[src/rtl/fetch_sequencer.sv]
// fetch_sequencer
//   Instruction fetch sequencer. Owns the program counter, addresses the
//   combinational program ROM, buffers fetched words in a small prefetch FIFO
//   and hands them to decode over a valid/ready handshake. Redirects flush
//   the FIFO and restart fetch. A fetch beyond the ROM or a misaligned
//   redirect target parks the block in FAULT until an aligned redirect.
//
// Ports
//   clk, rst        : clock, asynchronous active-high reset
//   fetch_en        : allows new words to be pushed
//   rom_addr/data   : ROM word index (from pc) and same-cycle read data
//   instr_valid     : FIFO head valid
//   instr_ready     : decode accepts the head
//   instr/instr_pc  : head word and its byte address (0 when empty)
//   redirect_valid  : one-cycle fetch restart request
//   redirect_pc     : byte target of the redirect
//   fetch_fault     : high while in FAULT
//   fetch_count     : words pushed, wraps modulo 2^32
module fetch_sequencer #(
    parameter logic [31:0] RESET_PC  = 32'h0000_0000,
    parameter int unsigned ROM_WORDS = 513,
    parameter int unsigned DEPTH     = 2
) (
    input  logic        clk,
    input  logic        rst,
    input  logic        fetch_en,
    output logic [31:0] rom_addr,
    input  logic [31:0] rom_data,
    output logic        instr_valid,
    input  logic        instr_ready,
    output logic [31:0] instr,
    output logic [31:0] instr_pc,
    input  logic        redirect_valid,
    input  logic [31:0] redirect_pc,
    output logic        fetch_fault,
    output logic [31:0] fetch_count
);

    localparam int unsigned PW = (DEPTH > 1) ? $clog2(DEPTH) : 1;
    localparam int unsigned CW = $clog2(DEPTH + 1);
    localparam logic [CW-1:0] DEPTH_C     = CW'(DEPTH);
    localparam logic [30:0]   ROM_WORDS_C = 31'(ROM_WORDS);

    typedef enum logic {
        RUN   = 1'b0,
        FAULT = 1'b1
    } state_t;

    state_t          state_q, state_d;
    logic [31:0]     pc_q, pc_d;
    logic [CW-1:0]   count_q, count_d;
    logic [PW-1:0]   head_q, head_d;
    logic [PW-1:0]   tail_q, tail_d;
    logic [31:0]     fcount_q, fcount_d;
    logic [31:0]     data_q [DEPTH];
    logic [31:0]     addr_q [DEPTH];

    logic pop;
    logic space;
    logic oob;
    logic fetch_try;
    logic push;

    // Pointers wrap at DEPTH, which need not be a power of two.
    function automatic logic [PW-1:0] ptr_inc(input logic [PW-1:0] p);
        if (p == PW'(DEPTH - 1)) begin
            return '0;
        end
        return p + PW'(1);
    endfunction

    assign instr_valid = (count_q != '0);
    assign rom_addr    = {2'b00, pc_q[31:2]};
    assign instr       = instr_valid ? data_q[head_q] : '0;
    assign instr_pc    = instr_valid ? addr_q[head_q] : '0;
    assign fetch_fault = (state_q == FAULT);
    assign fetch_count = fcount_q;

    always_comb begin
        pop       = instr_valid & instr_ready;
        space     = (count_q < DEPTH_C) | pop;
        oob       = ({1'b0, pc_q[31:2]} >= ROM_WORDS_C);
        fetch_try = (state_q == RUN) & ~redirect_valid & fetch_en & space;
        push      = fetch_try & ~oob;

        state_d  = state_q;
        pc_d     = pc_q;
        count_d  = count_q;
        head_d   = head_q;
        tail_d   = tail_q;
        fcount_d = fcount_q;

        if (redirect_valid) begin
            // A same-cycle pop has already been taken by decode; everything
            // left in the FIFO is stale and dropped.
            count_d = '0;
            head_d  = '0;
            tail_d  = '0;
            pc_d    = redirect_pc;
            state_d = (redirect_pc[1:0] == 2'b00) ? RUN : FAULT;
        end else begin
            if (fetch_try && oob) begin
                state_d = FAULT;
            end
            if (push) begin
                pc_d     = pc_q + 32'd4;
                tail_d   = ptr_inc(tail_q);
                fcount_d = fcount_q + 32'd1;
            end
            if (pop) begin
                head_d = ptr_inc(head_q);
            end
            case ({push, pop})
                2'b10:   count_d = count_q + CW'(1);
                2'b01:   count_d = count_q - CW'(1);
                default: count_d = count_q;
            endcase
        end
    end

    always_ff @(posedge clk or posedge rst) begin
        if (rst) begin
            state_q  <= RUN;
            pc_q     <= RESET_PC;
            count_q  <= '0;
            head_q   <= '0;
            tail_q   <= '0;
            fcount_q <= '0;
        end else begin
            state_q  <= state_d;
            pc_q     <= pc_d;
            count_q  <= count_d;
            head_q   <= head_d;
            tail_q   <= tail_d;
            fcount_q <= fcount_d;
        end
    end

    always_ff @(posedge clk or posedge rst) begin
        if (rst) begin
            for (int unsigned i = 0; i < DEPTH; i++) begin
                data_q[i] <= '0;
                addr_q[i] <= '0;
            end
        end else if (push) begin
            data_q[tail_q] <= rom_data;
            addr_q[tail_q] <= pc_q;
        end
    end

endmodule

[config.mk]
export PLATFORM = sky130hd
export DESIGN_NAME = fetch_sequencer
export DESIGN_NICKNAME = d
export VERILOG_FILES = /design/src/rtl/fetch_sequencer.sv
export SDC_FILE = /design/constraint.sdc
export NUM_CORES = 1
export LEC_CHECK = 0
export CORE_MARGIN = 10
export CORE_UTILIZATION = 45
export CTS_CLUSTER_DIAMETER = 50
export DETAILED_ROUTE_END_ITERATION = 6
export GPL_ROUTABILITY_DRIVEN = 1
export PLACE_DENSITY = 0.75
export SLEW_MARGIN = 20
export SYNTH_ARGS = -nofsm -noshare
export SYNTH_HDL_FRONTEND = slang
export SYNTH_SLANG_ARGS = --single-unit
[constraint.sdc]
create_clock -name clk -period 6.3 [get_ports clk]
set_clock_uncertainty 0.2 [all_clocks]
set_input_delay 0.63 -clock clk [delete_from_list [all_inputs] [get_ports clk]]
set_output_delay 0.63 -clock clk [all_outputs]
set_load 0.005 [all_outputs]
[Word-level counts from Yosys, hierarchy flattened]
Index checks and enable logic that the tools add are counted.
Operators by class
  bitwise gates (word level): 11
  eq/ne operators: 2
  reduce and logical (&&, ||, !) cells: 9
  mux-type cells: 33
  $lt $le $gt $ge: 5
  add/subtract/negate cells: 6
Operators by type and width (number)
  $mux W32: 11
  $bwmux W64: 2
  $add A32 B1 Y32 const B: 1
  $add A32 B3 Y32 const B: 1
  $demux W32 S1: 1
  $ge A30 B10 Y1 const B: 1
  $mux W1: 17
  $reduce_bool A2 Y1: 4
  $and A1 B1 Y1: 5
  $ge A2 B2 Y1 const B: 2
  $not A1 Y2: 2
  $pmux W2 S2: 1
  $not A1 Y1: 3
  $reduce_bool A3 Y1: 1
  $add A1 B1 Y1 const B: 2
  $add A2 B1 Y2 const B: 1
  $eq A2 B1 Y1 const B: 1
  $eq A2 B2 Y1 const B: 1
  $logic_and A1 B1 Y1: 2
  $logic_not A2 Y1: 1
  $lt A2 B1 Y1 const B: 1
  $lt A2 B2 Y1 const B: 1
  $mux W2: 1
  $reduce_and A2 Y1: 1
  other kinds (2): 2
Storage, ports and cells
  output and inout bits: 130
  register bits after elaboration: 197
  bits of input ports: 69

[Longest topological paths before layout]
Gate-level depths: netlist of the first run.
  word-level depth: 10
  mapped depth: 10

[Least setup slack after synthesis of the first run]
OpenSTA, ideal clock, no wires.
  path type: register to register
  start: reg pc_q[3]
  end: reg addr_q[32] in the netlist's numbering
  clock period less this slack: 2635 ps
  stages on the path, launching flop included: 11
  path slack: 3665 ps
  data arrival time: 2309 ps
  setup time: 125 ps
  path buffers: 3
  cell sequence: dfrtp_1 inv_1 ha_1 or3b_1 a311o_1 and4_1 buf_6 nor2b_4 buf_6 buf_12 mux2_4
Between the ends
  word-level cells in the longest chain between the ends: 3
Ends and longest elaborated chain
  start, declared: RTL line 50  | logic [31:0] pc_q, pc_d;
  start signal, assigned: RTL line 131  | pc_q <= pc_d;
  $ge A30 B10 Y1: RTL line 82  | oob = ({1'b0, pc_q[31:2]} >= ROM_WORDS_C);
  $not A1 Y1: RTL line 84  | push = fetch_try & ~oob;
  $and A1 B1 Y1: RTL line 84
  end signal, assigned by index: RTL line 147  | addr_q[tail_q] <= pc_q;
  end, declared: RTL line 56  | logic [31:0] addr_q [DEPTH];
Every way passes these cells.
A chain may end at the register's enable or synchronous reset.

[Worst setup path after layout of the first run]
  start: reg pc_q[2]
  end: reg addr_q[43] in the netlist's numbering
The elaborated chain is that of the path after synthesis.

==> results.yml, run 1 <==
worst_setup_path:
  max_stage_delay_ps: 770
  r2r_slack_ps: 2550
  crit_path_start_kind: "register"
  worstPathRequired_ps: 6410
  crit_slowest_cell: "nor2b_4"
  crit_chain: "inv_1 > ha_1 > nor4b_1 > a311o_1 > and4_1 > nor2b_4 > buf_4 > mux2_2"
  critical_path_class: "register to register"
  cp_max_fo: 31
  crit_path_end_kind: "register"
  r2r_start: "pc_q[2]"
  crit_start: "pc_q[2]"
  reg2reg_to: "addr_q[43]"
  r2r_cells: 8
  cp.arrival_ps: 3860
cts:
  numCtsBuffers: 17
  cts-root-buf: "clkbuf_16"
  htree_num_levels: 4
  cts_sinks: 197
  cts_tree: "built"
  clock_latency_ps: 430
  postCtsSetupBuffers: 0
  holdBufCountCts: 0
  clkTransAtPathRegs_ps: 80
  max-clock-path-buffers: 2
  post_cts_resized: 0
floorplanning:
  io-pin-count: 199
  die-area_sq_um: 26600
  fp.dieH_um: 163
  die_w_um: 163
  start_util: 0.456
  core_area_sq_um: 20200
  row_count: 52
power:
  leakagePower_nw: 5.05
  peakVddDrop_uv: 174
  power_density_nw_per_um2: 216
run_status:
  status: "finished, final reports clean"
sta:
  holdWs_ps: 275
  post-route-min-period_ps: 3750
  finalCritPeriodShare: 0.595
  tightest_slew_ps: 978
  totalNegativeSetupSlack_ps: 0
  layout_setup_ws_ps: 2550
  slew_headroom: 0.348
  rsz0062_at_grt: "false"
  final_hold_viol_count: 0
  maxSlewViolCount: 0
  max_freq_ghz: 0.267
  finalSetupViolCount: 0
cells_and_area:
  drive_gt1_frac: 0.170
  stdcell_count: 1185
  final_cell_mix: "dfrtp_1, clkdlybuf4s50_1, nor2_1, mux2_2, mux2i_1"
  area_growth_pct: 26.2
  layout_commonest_cell: "dfrtp_1"
  antenna_cells: 0
  post-route-util: 0.576
  finalNetCount: 975
synthesis:
  avgSynthCellArea_sq_um: 12.2
  ys_seq_elements: 197
  synth-main-ff-cell: "dfrtp_1"
  synth_edf_count: 0
  yosys_warnings: 0
  synth-seq-area-share: 0.534
  ys_types: 48
  synthCells: 756
  synthArstFlopShare: 1.00
  synth_area_sq_um: 9230
global_route:
  track_usage: 0.163
  grtUsageMet3: 0.0725
  grt_pass1_vias: 6312
  grt_pass1_wl_um: 34800
  antenna_found_initial: 0
  met2_usage: 0.237
  grt.busiest_layer: "met2"
  grt_max_degree: 137
  grt.overflow.total: 0
  use_met1: 0.218
detailed_routing:
  antenna_left: 0
  via_per_inst: 5.10
  drt_first_pass_iters: 4
  initialDrtViolationCount: 328
  drt_wl_total_um: 21900
  wire_per_inst_um: 18.4
  vias: 6039
  drcViolationCount: 0
place:
  hpwl_um: 14700
  dpl.cell_count: 1153
  gp_congestion: 0.768
  place_ws_ps: 2210
  portBuffers: 196
min_path:
  holdPathStages: 1
  hp-class: "register to register"
  hold_end: "fetch_count[31]"
  holdCritStartpoint: "fetch_count[31]"
job:
  cap_violations: 0
-- flip-flops by register name, indices dropped and copies added, names as in the netlist --
signal,count
tail_q,1
head_q,1
data_q,64
fetch_count,32
pc_q,32
addr_q,64
fetch_fault,1
count_q,2
-- logic make-up (layout without fill, tap and decap cells) --
logic type	after synthesis	count (layout)	synth area share
xor gates and xnor gates	35	35	0.0332
and+or+nand+nor	234	234	0.130
adders and majority gates	4	4	0.00542
buffers and inverters	88	246	0.0589
DFF	197	197	0.534
muxes	177	177	0.223
AOI/OAI and AO/OA	20	20	0.0154
other	1	2	0.000406
-- worst max-delay path: cells and delay by family (launching register included) --
kind            cells  cell delay [ps]
compound gates      1              300
fa+ha+maj           1              140
buf+inv             2              630
flops               1              470
mux                 1              380
simple gates        3             1490
-- power breakdown --
part	total (W)	leakage, nW	switching [W]	internal [W]
logic	0.000161	2.09	0.0000679	0.0000934
clock network	0.00105	0.283	0.000507	0.000540
registers	0.00131	2.67	0.0000282	0.00128
-- metrics by stage --
stage | total power, W | cell area [sq um]
6_report | 0.00252 | 11700
5_1_grt | 0.00261 | 11700
4_1_cts | 0.00255 | 11700
3_5_place_dp | 0.00150 | 11100
3_3_place_gp | 0.00150 | 11100
2_1_floorplan | 0.00142 | 9240
-- per-layer routing --
metal  routed length (um)  share of wire
met3                 2250           0.10
met5                    0              0
met4                  185         0.0085
met2                 9390           0.43
met1                10000           0.46
-- worst max path at each step --
stage,endpoint,slack (ps),depth (start not counted)
global route,addr_q[43],2190,8
global placement,addr_q[43],2250,7
detailed placement,addr_q[42],2210,7
floorplan,addr_q[0],100,1
CTS,addr_q[42],2500,8
finish,addr_q[43],2550,8
-- synth_stat cells, drive strengths merged, types with 3 or more instances --
cell,count,area [sq um]
and4,3,26.3
nor2b,22,145
nor2,78,293
nor4,15,93.8
inv,13,48.8
nand3,20,100
xnor2,15,131
dfrtp,197,4930
ha,4,50.1
o21ai,5,25.0
xor2,20,175
and2,22,138
clkbuf,17,63.8
buf,58,432
and3,3,18.8
nor3,16,80.1
mux2i,67,671
mux2,110,1390
nand4,19,125
a21oi,3,18.8
nand2,26,105
-- cell type report --
| cell class | instances | area, sq um |
|---|---|---|
| Fill cell | 1705 | 8580 |
| Sequential cell | 197 | 4930 |
| Multi-Input combinational cell | 472 | 3770 |
| Timing Repair Buffer | 201 | 1990 |
| Clock buffer | 19 | 453 |
| Tap cell | 270 | 338 |
| Clock inverter | 13 | 111 |
| Inverter | 13 | 56.3 |
Note: power is estimated with default switching activity, not from simulation.
==> inputs of run 2 (changes only) <==
Settings changed: PLACE_DENSITY 0.75 to 0.72.
Clock period 6.3 ns to 3.8 ns, I/O delays scaled along.
==> run 2 against run 1 <==
Worst setup slack lost 1900 ps. Register-to-register slack lost 1900 ps. Die area is the same. Final cell count grew 0.59%. Via count shrank 0.35%. Core utilization grew 0.60 points. Power grew 68%. Non-clock buffer count grew 7. Critical path depth is the same. Sequential share of layout area shrank 0.44 points. Sequential cell count is the same. Combinational power grew 73%. Critical path type unchanged. Largest power group unchanged.
==> results.yml, run 2 (synthesis results as in run 1) <==
global_route:
  use_met1: 0.203
  grt.overflow.total: 0
  grt_pass1_vias: 6527
  grt.busiest_layer: "met2"
  track_usage: 0.161
  grt_pass1_wl_um: 34800
  grtUsageMet3: 0.0717
  grt_max_degree: 69
  met2_usage: 0.247
  antenna_found_initial: 0
detailed_routing:
  wire_per_inst_um: 17.9
  vias: 6018
  drcViolationCount: 0
  drt_first_pass_iters: 4
  antenna_left: 0
  via_per_inst: 5.05
  drt_wl_total_um: 21300
  initialDrtViolationCount: 294
place:
  place_ws_ps: 641
  gp_congestion: 0.784
  portBuffers: 196
  hpwl_um: 14700
  placed_area_sq_um: 11200
min_path:
  holdPathStages: 3
  hp-class: "input pin to register"
cts:
  postCtsSetupBuffers: 0
  numCtsBuffers: 17
  holdBufCountCts: 0
  clock_latency_ps: 430
  htree_num_levels: 4
  cts-root-buf: "clkbuf_16"
  cts_sinks: 197
  post_cts_resized: 0
  cts_tree: "built"
  clkTransAtPathRegs_ps: 70
  max-clock-path-buffers: 2
cells_and_area:
  final_area_sq_um: 11800
  layout_commonest_cell: "dfrtp_1"
  area_growth_pct: 27.6
  final_cell_mix: "dfrtp_1, clkdlybuf4s50_1, nor2_1, mux2_2, mux2i_1"
  top_regs: "addr_q: 64 flops, data_q: 64 flops"
  post-route-util: 0.582
  drive_gt1_frac: 0.176
  finalNetCount: 982
  antenna_cells: 0
sta:
  post-route-min-period_ps: 3140
  maxSlewViolCount: 0
  finalCritPeriodShare: 0.826
  max_freq_ghz: 0.319
  final_hold_viol_count: 0
  tightest_slew_ps: 773
  layout_setup_ws_ps: 661
  totalNegativeSetupSlack_ps: 0
  rsz0062_at_grt: "false"
  slew_headroom: 0.485
  finalSetupViolCount: 0
worst_setup_path:
  crit_path_start_kind: "register"
  max_stage_delay_ps: 500
  worstPathRequired_ps: 3910
  crit_path_end_kind: "register"
  crit_slowest_cell: "and4_1"
  r2r_slack_ps: 660
  cp.arrival_ps: 3250
  critical_path_class: "register to register"
  r2r_cells: 8
  cp_max_fo: 64
  crit_chain: "inv_1 > ha_1 > nor4b_1 > a311o_1 > and4_1 > nor2b_4 > buf_12 > mux2_2"
floorplanning:
  row_count: 52
  core_area_sq_um: 20200
  fp.dieH_um: 163
  io-pin-count: 199
  die_w_um: 163
  die-area_sq_um: 26600
  start_util: 0.456
power:
  leakagePower_nw: 5.10
  power_density_nw_per_um2: 360
  finalPower_w: 0.00424
  peakVddDrop_uv: 304
job:
  cap_violations: 0
run_status:
  status: "finished, final reports clean"
run 2: changes by cell type in the layout (fill, tap and decap cells not counted), moves of 2 or more:
cell / before / now
buf_12: 0 / 4
clkinv_2: 2 / 0
clkinv_4: 5 / 3
buf_4: 5 / 8
clkinvlp_4: 0 / 2
run 2: final timing paths:
kind / startpoint / end
worst max-delay path: pc_q[2] / addr_q[43]
worst min-delay path: redirect_valid / fetch_fault
worst max register to register: pc_q[2] / addr_q[43]
worst min register to register: fetch_count[31] / fetch_count[31]
max in group asynchronous: rst / fetch_count[14]
min in group asynchronous: rst / pc_q[24]
run 2: layout make-up:
class	instances	area (sq um)
Fill cell	1664	8460
Sequential cell	197	4930
Multi-Input combinational cell	472	3770
Timing Repair Buffer	208	2100
Clock buffer	20	457
Tap cell	270	338
Clock inverter	12	130
Inverter	13	52.6
run 2: where the power goes:
group | switching [W] | internal (W) | total (W)
clock network | 0.000825 | 0.000964 | 0.00179
registers | 0.0000412 | 0.00213 | 0.00217
logic | 0.000117 | 0.000162 | 0.000278
total | 0.000983 | 0.00326 | 0.00424
run 2: worst max-delay path, delay by kind of cell (launching register included):
| kind | cells | cell delay (ps) |
|---|---|---|
| AND/OR/NAND/NOR | 3 | 990 |
| buffers and inverters | 2 | 500 |
| flip-flops | 1 | 470 |
| multiplexers | 1 | 380 |
| AO/OA/AOI/OAI | 1 | 270 |
| adder cells (fa/ha/maj) | 1 | 160 |
run 2: routing by layer:
| layer | vias to the layer above | share of wire |
|---|---|---|
| met5 | - | 0 |
| met4 | 0 | 0.0094 |
| met3 | 15 | 0.10 |
| met2 | 165 | 0.45 |
| met1 | 2959 | 0.44 |
| li1 | 2879 | - |
run 2: through the flow:
stage | hold WS [ps] | instances
after floorplan | 253 | 757
after detailed placement | 256 | 1160
after CTS | 59.1 | 1192
final | 78.8 | 1192
after global routing | 88.2 | 1192
after global placement | 257 | 1160
==> inputs of run 3 (changes only) <==
Clock period 3.8 ns to 2.9 ns, I/O delays scaled along.
==> run 3 against run 2 <==
Cell area rose by 2.6%. Wire length is 4.3% higher. Power up 34%. Sequential power increased by 30%. Non-clock buffer count is 24 higher. Register-to-register slack lost 490 ps. Die area stayed put. Combinational power up 45%. Global-route usage is 0.48 points higher. Worst hold slack gained 44 ps. Clock power up 36%. First-iteration DRC count rose by 20%.
==> results.yml, run 3 (synthesis results as in run 1) <==
cts:
  htree_num_levels: 4
  max-clock-path-buffers: 2
  clkTransAtPathRegs_ps: 70
  cts_tree: "built"
  clock_latency_ps: 430
  cts-root-buf: "clkbuf_16"
  cts_sinks: 197
  numCtsBuffers: 17
global_route:
  grt.overflow.total: 0
  grt_pass1_vias: 6560
  track_usage: 0.166
  grt_max_degree: 53
  grt_pass1_wl_um: 35600
  antenna_found_initial: 1
place:
  hpwl_um: 15700
  gp_congestion: 0.798
  portBuffers: 196
power:
  peakVddDrop_uv: 381
  leakagePower_nw: 5.25
  finalPower_w: 0.00567
  power_density_nw_per_um2: 469
sta:
  totalNegativeSetupSlack_ps: 0
  rsz0062_at_grt: "false"
  final_hold_viol_count: 0
  tightest_slew_ps: 740
  finalCritPeriodShare: 0.940
  max_freq_ghz: 0.367
  finalSetupViolCount: 0
  post-route-min-period_ps: 2730
  slew_headroom: 0.505
  maxSlewViolCount: 0
  holdWs_ps: 123
cells_and_area:
  layout_commonest_cell: "dfrtp_1"
  top_regs: "addr_q: 64 flops, data_q: 64 flops"
  final_cell_mix: "dfrtp_1, clkdlybuf4s50_1, nor2_1, mux2_2, mux2i_1"
  drive_gt1_frac: 0.196
  finalNetCount: 1006
  regArea_sq_um: 4930
  area_growth_pct: 30.9
  antenna_cells: 0
  multi_input_area_sq_um: 3780
  fillCellCount: 1650
detailed_routing:
  drt_first_pass_iters: 4
  drcViolationCount: 0
  wire_per_inst_um: 18.3
  antenna_left: 0
  via_per_inst: 5.12
  vias: 6211
  drt_wl_total_um: 22300
  initialDrtViolationCount: 352
worst_setup_path:
  critical_path_class: "register to register"
  crit_chain: "inv_1 > ha_1 > or3b_1 > a311o_1 > and4_2 > nor2b_4 > buf_12 > clkbuf_16 > mux2_4"
  cp.arrival_ps: 2840
  crit_path_start_kind: "register"
  path_buf_inv: 3
  crit_slowest_cell: "dfrtp_1"
  max_stage_delay_ps: 380
  crit_path_end_kind: "register"
  cp_top_family: "simple AND/OR/NAND/NOR gates"
  worstPathRequired_ps: 3010
  cp_max_fo: 21
floorplanning:
  die_w_um: 163
  start_util: 0.456
  core_area_sq_um: 20200
  row_count: 52
  io-pin-count: 199
  fp.dieH_um: 163
  die-area_sq_um: 26600
min_path:
  hp-class: "input pin to async pin"
run_status:
  status: "finished, final reports clean"
job:
  cap_violations: 0
run 3: cell count changes in the layout (fill, tap and decap cells not counted), sizes merged:
cell and delta:
buf +21, clkbuf +2, inv -5, clkinvlp +2
bufinv +2, clkinv -1, dlygate4sd3 +1
run 3: worst paths after layout:
check | start | endpoint | slack [ps] | depth (start not counted)
worst max register to register | pc_q[3] | data_q[41] | 170 | 9
worst max-delay path | pc_q[3] | data_q[41] | 170 | 9
max in group asynchronous | rst | data_q[34] | 1670 | 3
min in group clk | redirect_pc[5] | pc_q[5] | 220 | 3
worst min register to register | fetch_count[31] | fetch_count[31] | 280 | 1
worst min-delay path | rst | pc_q[16] | 120 | 2
run 3: repair_timing:
item / 4_1_cts / 5_1_grt
setup endpoints to repair: 0 / 39
hold buffers: 1 / 0
endpoints found under the hold margin: 1 / 0
gates resized for setup: 0 / 3
setup buffers: 0 / 1
run 3: final cells by class:
class / count / share of cell area
flip-flops and latches: 197 / 0.408
multi-input cells: 472 / 0.313
repair buffers: 232 / 0.197
clock buffers: 20 / 0.0378
well taps: 270 / 0.0279
clock inverters: 10 / 0.0122
inverters: 13 / 0.00435
run 3: power breakdown:
group / total [W] / switching (W) / internal [W]
Sequential: 0.00283 / 0.0000428 / 0.00279
Clock: 0.00243 / 0.00103 / 0.00140
Combinational: 0.000403 / 0.000175 / 0.000228
Total: 0.00567 / 0.00125 / 0.00442
run 3: metal layers:
layer	routed length (um)	global-route usage
met2	10200	0.254
met5	0	0
met3	2070	0.0677
met1	9850	0.215
met4	193	0.0398
run 3: metrics by stage:
stage	setup WS (ps)	instances	util	area, sq um
floorplan	-136	757	-	9240
global placement	196	1180	0.563	11400
detailed placement	131	1180	0.563	11400
CTS	109	1211	0.593	12000
global route	38.6	1214	0.597	12100
finish	173	1214	0.597	12100
